==> config.mk <==
export PLATFORM = sky130hd
export DESIGN_NAME = serial_add_sub_flat
export DESIGN_NICKNAME = d
export VERILOG_FILES = /design/src/rtl/serial_add_sub_if.sv /design/src/rtl/serial_add_sub.sv /design/src/flat_wrapper.sv
export SDC_FILE = /design/constraint.sdc
export NUM_CORES = 1
export LEC_CHECK = 0
export BUFFER_PORTS_ARGS = -buffer_cell sky130_fd_sc_hd__buf_2
export CORE_MARGIN = 1.5
export CORE_UTILIZATION = 55
export DETAILED_ROUTE_END_ITERATION = 8
export HOLD_SLACK_MARGIN = 0.05
export PLACE_DENSITY = 0.78
export SYNTH_ARGS = -nofsm -noshare
export SYNTH_HDL_FRONTEND = slang
export SYNTH_SLANG_ARGS = --single-unit
==> constraint.sdc <==
create_clock -name clk -period 1.95 [get_ports clk]
set_input_delay 0.0975 -clock clk [delete_from_list [all_inputs] [get_ports clk]]
set_output_delay 0.0975 -clock clk [all_outputs]
set_load 0.05 [all_outputs]
==> src/rtl/serial_add_sub_if.sv <==
// Handshake and operand/result bundle for the bit-serial adder/subtractor.
// master drives the request side, slave is the arithmetic block.
interface serial_add_sub_if #(
   parameter int WIDTH = 8
);
   logic             start;
   logic             mode;
   logic [WIDTH-1:0] a;
   logic [WIDTH-1:0] b;
   logic             busy;
   logic             done;
   logic [WIDTH-1:0] result;
   logic             cb_out;
   logic             ovf;

   modport master (
      output start, mode, a, b,
      input  busy, done, result, cb_out, ovf
   );

   modport slave (
      input  start, mode, a, b,
      output busy, done, result, cb_out, ovf
   );
endinterface

==> src/rtl/serial_add_sub.sv <==
// Bit-serial adder/subtractor: one operand bit per clock, LSB first, with a
// registered carry/borrow; result, carry/borrow-out and signed overflow are flopped.
module serial_add_sub #(
   parameter int WIDTH = 8
) (
   input  logic              clk,
   input  logic              rst_n,
   serial_add_sub_if.slave   io
);
   localparam int CW = $clog2(WIDTH);
   localparam logic [CW-1:0] LAST = CW'(WIDTH - 1);

   typedef enum logic [1:0] {IDLE, RUN, DONE} state_t;

   state_t           state_reg, state_next;
   logic [WIDTH-1:0] a_sh_reg, a_sh_next;
   logic [WIDTH-1:0] b_sh_reg, b_sh_next;
   logic [WIDTH-1:0] acc_reg, acc_next;
   logic [CW-1:0]    cnt_reg, cnt_next;
   logic             mode_reg, mode_next;
   logic             c_reg, c_next;
   logic             a_msb_reg, a_msb_next;
   logic             b_msb_reg, b_msb_next;
   logic [WIDTH-1:0] result_reg, result_next;
   logic             cb_reg, cb_next;
   logic             ovf_reg, ovf_next;
   logic             busy_reg, busy_next;
   logic             done_reg, done_next;

   logic bit_x, bit_y, sum_bit, carry_bit;

   assign bit_x     = a_sh_reg[0];
   assign bit_y     = b_sh_reg[0];
   assign sum_bit   = bit_x ^ bit_y ^ c_reg;
   assign carry_bit = mode_reg ? ((~bit_x & bit_y) | (~(bit_x ^ bit_y) & c_reg))
                               : ((bit_x & bit_y) | (c_reg & (bit_x ^ bit_y)));

   always_comb begin
      state_next  = state_reg;
      a_sh_next   = a_sh_reg;
      b_sh_next   = b_sh_reg;
      acc_next    = acc_reg;
      cnt_next    = cnt_reg;
      mode_next   = mode_reg;
      c_next      = c_reg;
      a_msb_next  = a_msb_reg;
      b_msb_next  = b_msb_reg;
      result_next = result_reg;
      cb_next     = cb_reg;
      ovf_next    = ovf_reg;
      busy_next   = busy_reg;
      done_next   = done_reg;
      case (state_reg)
         IDLE: begin
            if (io.start) begin
               state_next = RUN;
               a_sh_next  = io.a;
               b_sh_next  = io.b;
               mode_next  = io.mode;
               // Operand MSBs are kept because the shift registers lose them.
               a_msb_next = io.a[WIDTH-1];
               b_msb_next = io.b[WIDTH-1];
               acc_next   = '0;
               cnt_next   = '0;
               c_next     = 1'b0;
               busy_next  = 1'b1;
            end
         end
         RUN: begin
            a_sh_next = a_sh_reg >> 1;
            b_sh_next = b_sh_reg >> 1;
            acc_next  = {sum_bit, acc_reg[WIDTH-1:1]};
            c_next    = carry_bit;
            cnt_next  = cnt_reg + 1'b1;
            if (cnt_reg == LAST) begin
               state_next  = DONE;
               busy_next   = 1'b0;
               done_next   = 1'b1;
               result_next = {sum_bit, acc_reg[WIDTH-1:1]};
               cb_next     = carry_bit;
               ovf_next    = mode_reg ? ((a_msb_reg ^ b_msb_reg) & (sum_bit ^ a_msb_reg))
                                      : (~(a_msb_reg ^ b_msb_reg) & (sum_bit ^ a_msb_reg));
            end
         end
         DONE: begin
            state_next = IDLE;
            done_next  = 1'b0;
         end
         default: begin
            state_next = IDLE;
            busy_next  = 1'b0;
            done_next  = 1'b0;
         end
      endcase
   end

   always_ff @(posedge clk or negedge rst_n) begin
      if (!rst_n) begin
         state_reg  <= IDLE;
         a_sh_reg   <= '0;
         b_sh_reg   <= '0;
         acc_reg    <= '0;
         cnt_reg    <= '0;
         mode_reg   <= 1'b0;
         c_reg      <= 1'b0;
         a_msb_reg  <= 1'b0;
         b_msb_reg  <= 1'b0;
         result_reg <= '0;
         cb_reg     <= 1'b0;
         ovf_reg    <= 1'b0;
         busy_reg   <= 1'b0;
         done_reg   <= 1'b0;
      end else begin
         state_reg  <= state_next;
         a_sh_reg   <= a_sh_next;
         b_sh_reg   <= b_sh_next;
         acc_reg    <= acc_next;
         cnt_reg    <= cnt_next;
         mode_reg   <= mode_next;
         c_reg      <= c_next;
         a_msb_reg  <= a_msb_next;
         b_msb_reg  <= b_msb_next;
         result_reg <= result_next;
         cb_reg     <= cb_next;
         ovf_reg    <= ovf_next;
         busy_reg   <= busy_next;
         done_reg   <= done_next;
      end
   end

   assign io.busy   = busy_reg;
   assign io.done   = done_reg;
   assign io.result = result_reg;
   assign io.cb_out = cb_reg;
   assign io.ovf    = ovf_reg;
endmodule

==> src/flat_wrapper.sv <==
// flat-port wrapper written by rule: the top's interface ports become plain ports
module serial_add_sub_flat 
#(
   parameter int WIDTH = 8
)
  (clk, rst_n, io_start, io_mode, io_a, io_b, io_busy, io_done, io_result, io_cb_out, io_ovf);
  serial_add_sub_if #(.WIDTH(WIDTH)) io_i ();
  input  logic clk;
  input  logic rst_n;
  input wire logic [$bits(io_i.start)-1:0] io_start;
  input wire logic [$bits(io_i.mode)-1:0] io_mode;
  input wire logic [$bits(io_i.a)-1:0] io_a;
  input wire logic [$bits(io_i.b)-1:0] io_b;
  output wire logic [$bits(io_i.busy)-1:0] io_busy;
  output wire logic [$bits(io_i.done)-1:0] io_done;
  output wire logic [$bits(io_i.result)-1:0] io_result;
  output wire logic [$bits(io_i.cb_out)-1:0] io_cb_out;
  output wire logic [$bits(io_i.ovf)-1:0] io_ovf;
  assign io_i.start = io_start;
  assign io_i.mode = io_mode;
  assign io_i.a = io_a;
  assign io_i.b = io_b;
  assign io_busy = io_i.busy;
  assign io_done = io_i.done;
  assign io_result = io_i.result;
  assign io_cb_out = io_i.cb_out;
  assign io_ovf = io_i.ovf;
  serial_add_sub #(.WIDTH(WIDTH)) u_core (.clk(clk), .rst_n(rst_n), .io(io_i));
endmodule
## Yosys cells after proc, flatten, opt, wreduce, memory -nomap -nowiden

Index checks and enable logic that the tools add are counted.

| storage, ports and cells | value |
|---|---|
| input bits | 20 |
| register bits | 45 |
| output and inout bits | 12 |
| logic and storage cells | 65 |

| operators by class | value |
|---|---|
| equal/unequal tests | 5 |
| reductions and logical operators | 8 |
| bitwise gates (word level) | 17 |
| add/sub/neg operators | 1 |
| mux-type cells | 20 |

Operators by type and width:

| kind | number |
|---|---|
| 8-bit one-hot mux with 2 select lines | 3 |
| 8-bit two-way mux | 3 |
| 2-bit AND reduction | 5 |
| 1-bit bitwise AND | 6 |
| 1-bit two-way mux | 6 |
| 3-bit one-hot mux with 2 select lines | 1 |
| 1-bit NOT | 5 |
| 2-bit two-way mux | 2 |
| 1-bit one-hot mux with 2 select lines | 2 |
| 2-bit one-hot mux with 2 select lines | 1 |
| 1-bit bitwise XOR | 4 |
| 3-bit by 1-bit adder with 3-bit output (second input constant) | 1 |
| 3-bit equality test (second input constant) | 1 |
| 3-bit two-way mux | 1 |
| 1-bit one-hot mux with 3 select lines | 1 |
| 3-bit AND reduction | 1 |
| 2-bit by 1-bit equality test with 1-bit output (second input constant) | 1 |
| 2-bit equality test (second input constant) | 1 |
| 2-bit logical NOT | 1 |
| 2-bit by 1-bit != test with 1-bit output (second input constant) | 1 |
| 2-bit != test (second input constant) | 1 |
| 1-bit bitwise OR | 2 |
| 2-bit nonzero test | 1 |

## Logic depth before layout (Yosys ltp)

| logic depth | value |
|---|---|
| word-level depth | 6 |
| depth in mapped cells | 6 |
| gate-level depth less buffers | 5 |

## Worst setup path after synthesis

Ideal clock, no wire load.

| path | value |
|---|---|
| path type | reg2reg |
| from | register u_core.cnt_reg[0] |
| to | register u_core.result_reg[3] (netlist: u_core.io.result[3]) |
| setup time | 125 ps |
| stages on the path, launching flop included | 6 |
| setup slack | 467 ps |
| required time | 1825 ps |
| period minus slack after synthesis | 1483 ps |
| arrival | 1358 ps |
| path buffers | 1 |
| cells stage by stage | dfrtp_1 ha_1 ha_1 nand3b_4 buf_4 mux2_2 |

| between the ends | value |
|---|---|
| cells in the longest elaborated chain, start to end | 2 |

RTL lines:

| what | line | source |
|---|---|---|
| start, declared | serial_add_sub.sv:19 | `logic [CW-1:0] cnt_reg, cnt_next;` |
| start signal, assigned | serial_add_sub.sv:118 | `cnt_reg <= cnt_next;` |
| 3-bit equality test | serial_add_sub.sv:75 | `if (cnt_reg == LAST) begin` |
| 2-bit AND reduction (no line) | -- |  |
| end signal, assigned | serial_add_sub.sv:123 | `result_reg <= result_next;` |
| end, declared | serial_add_sub.sv:24 | `logic [WIDTH-1:0] result_reg, result_next;` |

Every way passes these cells.
A chain may end at the register's enable or synchronous reset.

## Worst setup path after layout

| path | value |
|---|---|
| from | register u_core.c_reg |
| to | register u_core.ovf_reg (netlist: u_core.io.ovf) |

| between the ends | value |
|---|---|
| cells in the longest elaborated chain, start to end | 4 |
| elaborated cells on any way between the ends | 5 |
| those cells by class | 1 x mux; 4 x bitwise |

RTL lines:

| what | line | source |
|---|---|---|
| start, declared | serial_add_sub.sv:21 | `logic c_reg, c_next;` |
| start signal, assigned | serial_add_sub.sv:120 | `c_reg <= c_next;` |
| 1-bit bitwise XOR (*) | serial_add_sub.sv:34 | `assign sum_bit = bit_x ^ bit_y ^ c_reg;` |
| net u_core.sum_bit | serial_add_sub.sv:30 | `logic bit_x, bit_y, sum_bit, carry_bit;` |
| 1-bit bitwise XOR (*) | serial_add_sub.sv:81, serial_add_sub.sv:82 |  |
| 1-bit bitwise AND (on tied branches) | serial_add_sub.sv:82, serial_add_sub.sv:81 |  |
| 1-bit two-way mux (*) | serial_add_sub.sv:81 | `ovf_next = mode_reg ? ((a_msb_reg ^ b_msb_reg) & (sum_bit ^ a_msb_reg))` |
| end signal, assigned | serial_add_sub.sv:125 | `ovf_reg <= ovf_next;` |
| end, declared | serial_add_sub.sv:26 | `logic ovf_reg, ovf_next;` |

The timed path passes the listed nets; every way through them passes the cells marked *.

==> impl_metrics.json <==
{
  "fillCellCount": 251,
  "grt_setup_unrepaired": "false",
  "crit_type": "flop to flop",
  "die_h_um": 62.9,
  "drv_slew": 0,
  "synth_compound_area_share_pct": 15.0,
  "rr_startpoint": "u_core.c_reg",
  "ys_ff_latch": 44,
  "power_leakage_nw": 1.17,
  "synth_top_family_by_area": "compound AO/OA/AOI/OAI gates",
  "cp_data_arrival_time_ns": 1.83,
  "ir_drop_mv": 0.790,
  "worst-path-buf-inv": 1,
  "antenna_cells": 0,
  "yosysTopAreaCell": "dfrtp_1",
  "final_nets": 235,
  "grt_pass1_vias": 1540,
  "yosysSeqAreaShare_pct": 55.9,
  "ys_async_sr_fraction_pct": 100,
  "cp_slowest_stage_delay_ns": 0.61,
  "yosys.area.top_type_share_pct": 55.9,
  "cts_resized": 0,
  "antenna_left": 0,
  "syn_inst": 173,
  "netlist_top_cells_area": "dfrtp_1 (56%), mux2_2 (6.9%), and3b_1 (5.3%)",
  "cts_sinks": 44,
  "ys.flop_type": "dfrtp_1",
  "start_util_pct": 58.1,
  "synth_cell_types": 25,
  "cts_tree": "yes",
  "p_per_area_nw_per_um2": 1570,
  "synth_fa_ha_area_share_pct": 3.30,
  "cts_made_buffers": 5,
  "ff2ff_setup_slack_ns": 0.42,
  "holdCritPathClass": "input port to flop",
  "fp.dieArea_um2": 3950,
  "io_pins": 32,
  "critPathSlowestCell": "fa_1",
  "cap_violations": 0,
  "outcome": "completed",
  "regArea_um2": 1100,
  "synthMuxAreaShare_pct": 7.37,
  "cts-root-buf": "clkbuf_4",
  "whs_endpoint": "u_core.a_sh_reg[5]",
  "crit_fanout": 4,
  "yosys_warnings": 0,
  "endpoint_kind": "flop",
  "reg2reg_to": "u_core.io.ovf",
  "core_um2": 3390,
  "finalCritPeriodShare_pct": 78.4,
  "hold_path_depth": 3,
  "post_drt_via_cell_ratio": 5.53,
  "die_x_um": 62.9,
  "gr-total-overflow": 0,
  "hold_viol_final": 0,
  "htree_levels": 2,
  "multi_input_area_um2": 779,
  "crit_family": "adder cells",
  "min_from": "io_a[5]",
  "worst_slew_pin_slew_ns": 0.675,
  "finalSetupViolCount": 0,
  "clk_pin_slew_ns": 0.14,
  "syn-cell-area_um2": 1970,
  "antenna_found_initial": 0,
  "port_buffers": 31,
  "first_pass_iters": 4,
  "fmax_mhz": 654,
  "synth_xor_area_share_pct": 0.444,
  "crit_path_cell_trace": "inv_1 > fa_1 > nor2b_1 > mux2i_1 > o21ai_0",
  "synth_edf_count": 0,
  "vias": 1428,
  "min_period_ns": 1.53,
  "synthSimpleGateAreaFrac_pct": 13.4,
  "wl_per_cell_um": 15.3,
  "finalPower_mw": 3.64,
  "area_growth_syn_to_layout_pct": 17.3,
  "synth_fp_nets": 197,
  "wl_mm": 3.95,
  "fin_worst_skew_ns": 0.0171,
  "grt_pass1_wl_mm": 6.98,
  "grtUsageTotal_pct": 22.9,
  "clock_latency_ns": 0.38,
  "grt_max_degree": 22,
  "synth.avg_cell_area_um2": 11.4,
  "clock_path_buffers": 2,
  "final.setup.tns_ns": 0,
  "rows": 21,
  "cp-start-kind": "flop",
  "drt_iter0_drc": 54,
  "post-route-drc-count": 0,
  "drive_gt1_share_pct": 28.3,
  "relSlewSlack_pct": 54.9,
  "place.gp.congestion": 0.735,
  "cp_data_required_time_ns": 2.25,
  "dp_hpwl_mm": 2.81,
  "reg2reg_depth": 5
}
final cells by class:
cell class	count	share of cell area, %
clock buffer	5	1.62
sequential	44	47.6
inverter	7	1.14
tap	46	2.49
timing repair buffer	42	11.4
multi-input combinational	111	33.7
clock inverter	3	2.06
cell usage in the layout (no fill, tap or decap), drive strengths merged:
master and count:
dfrtp 44, buf 37, o21ai 21, nand2 20, a21oi 16, mux2 12, and3b 12, a22o 9
inv 7, nor2b 7, clkbuf 5, dlygate4sd3 5, a22oi 2, fa 2, ha 2, clkinv 2
nand3b 1, o21bai 1, nor2 1, and2b 1, xor2 1, mux2i 1, o22ai 1, nand2b 1
bufinv 1
worst min-delay path, stage by stage:
cell     delay, ns
buf_2         0.08
a22oi_1       0.05
o21ai_0       0.16
synthesized netlist by cell type, types with 2 or more instances:
| cell type | number |
|---|---|
| mux2_2 | 12 |
| buf_2 | 3 |
| nand2_1 | 20 |
| ha_1 | 2 |
| a22o_1 | 9 |
| inv_1 | 7 |
| a21oi_1 | 16 |
| fa_1 | 2 |
| o21ai_0 | 19 |
| and3b_1 | 12 |
| dfrtp_1 | 44 |
| buf_4 | 5 |
| clkbuf_1 | 3 |
| nor2b_1 | 6 |
| a22oi_1 | 2 |
| o21ai_1 | 2 |
per-layer routing:
metal  wire, um  part of all wire, %  GRT usage (%)  vias up
met3        190                  4.8           3.78        5
met1       1750                   44           29.4      703
met5          0                    0              0        -
met2       1980                   50           38.2       47
li1           -                    -              -      673
met4         42                  1.1           10.0        0
report_power, final:
part	internal, mW	switching, mW
Combinational	0.602	0.892
Sequential	1.29	0.268
Clock	0.274	0.312
repair_timing:
item	in CTS	in global routing
hold buffers	5	0
setup buffers	0	0
hold endpoints to repair	50	0
metrics by stage:
stage | util, % | hold WS (ns) | std cells | setup slack [ns] | area, um^2
global placement | 64.2 | -0.0180 | 245 | 0.510 | 2180
CTS | 68.2 | 0.0623 | 258 | 0.391 | 2310
finish | 68.2 | 0.0577 | 258 | 0.420 | 2310
detailed placement | 64.2 | -0.0129 | 245 | 0.421 | 2180
floorplan | - | -0.198 | 173 | 0.467 | 1970
global route | 68.2 | 0.0715 | 258 | 0.316 | 2310
worst max-delay path by stage:
| stage | to | start | cells past startpoint | slack (ns) |
|---|---|---|---|---|
| finish | u_core.io.ovf | u_core.c_reg | 5 | 0.42 |
| global placement | u_core.acc_reg[2] | u_core.state_reg[1] | 3 | 0.51 |
| global route | u_core.io.ovf | u_core.c_reg | 5 | 0.32 |
| detailed placement | u_core.io.ovf | u_core.c_reg | 5 | 0.42 |
| CTS | u_core.io.ovf | u_core.c_reg | 5 | 0.39 |
| floorplan | u_core.io.result[3] | u_core.cnt_reg[0] | 5 | 0.47 |
logic make-up (layout without fill, tap and decap cells):
family,after synthesis,after routing
AO/OA/AOI/OAI,50,50
XOR/XNOR,1,1
adder cells (fa/ha/maj),4,4
buffers and inverters,18,57
flip-flops,44,44
multiplexers,13,13
AND/OR/NAND/NOR,43,43
No activity file was read; power rests on OpenSTA's default activity.
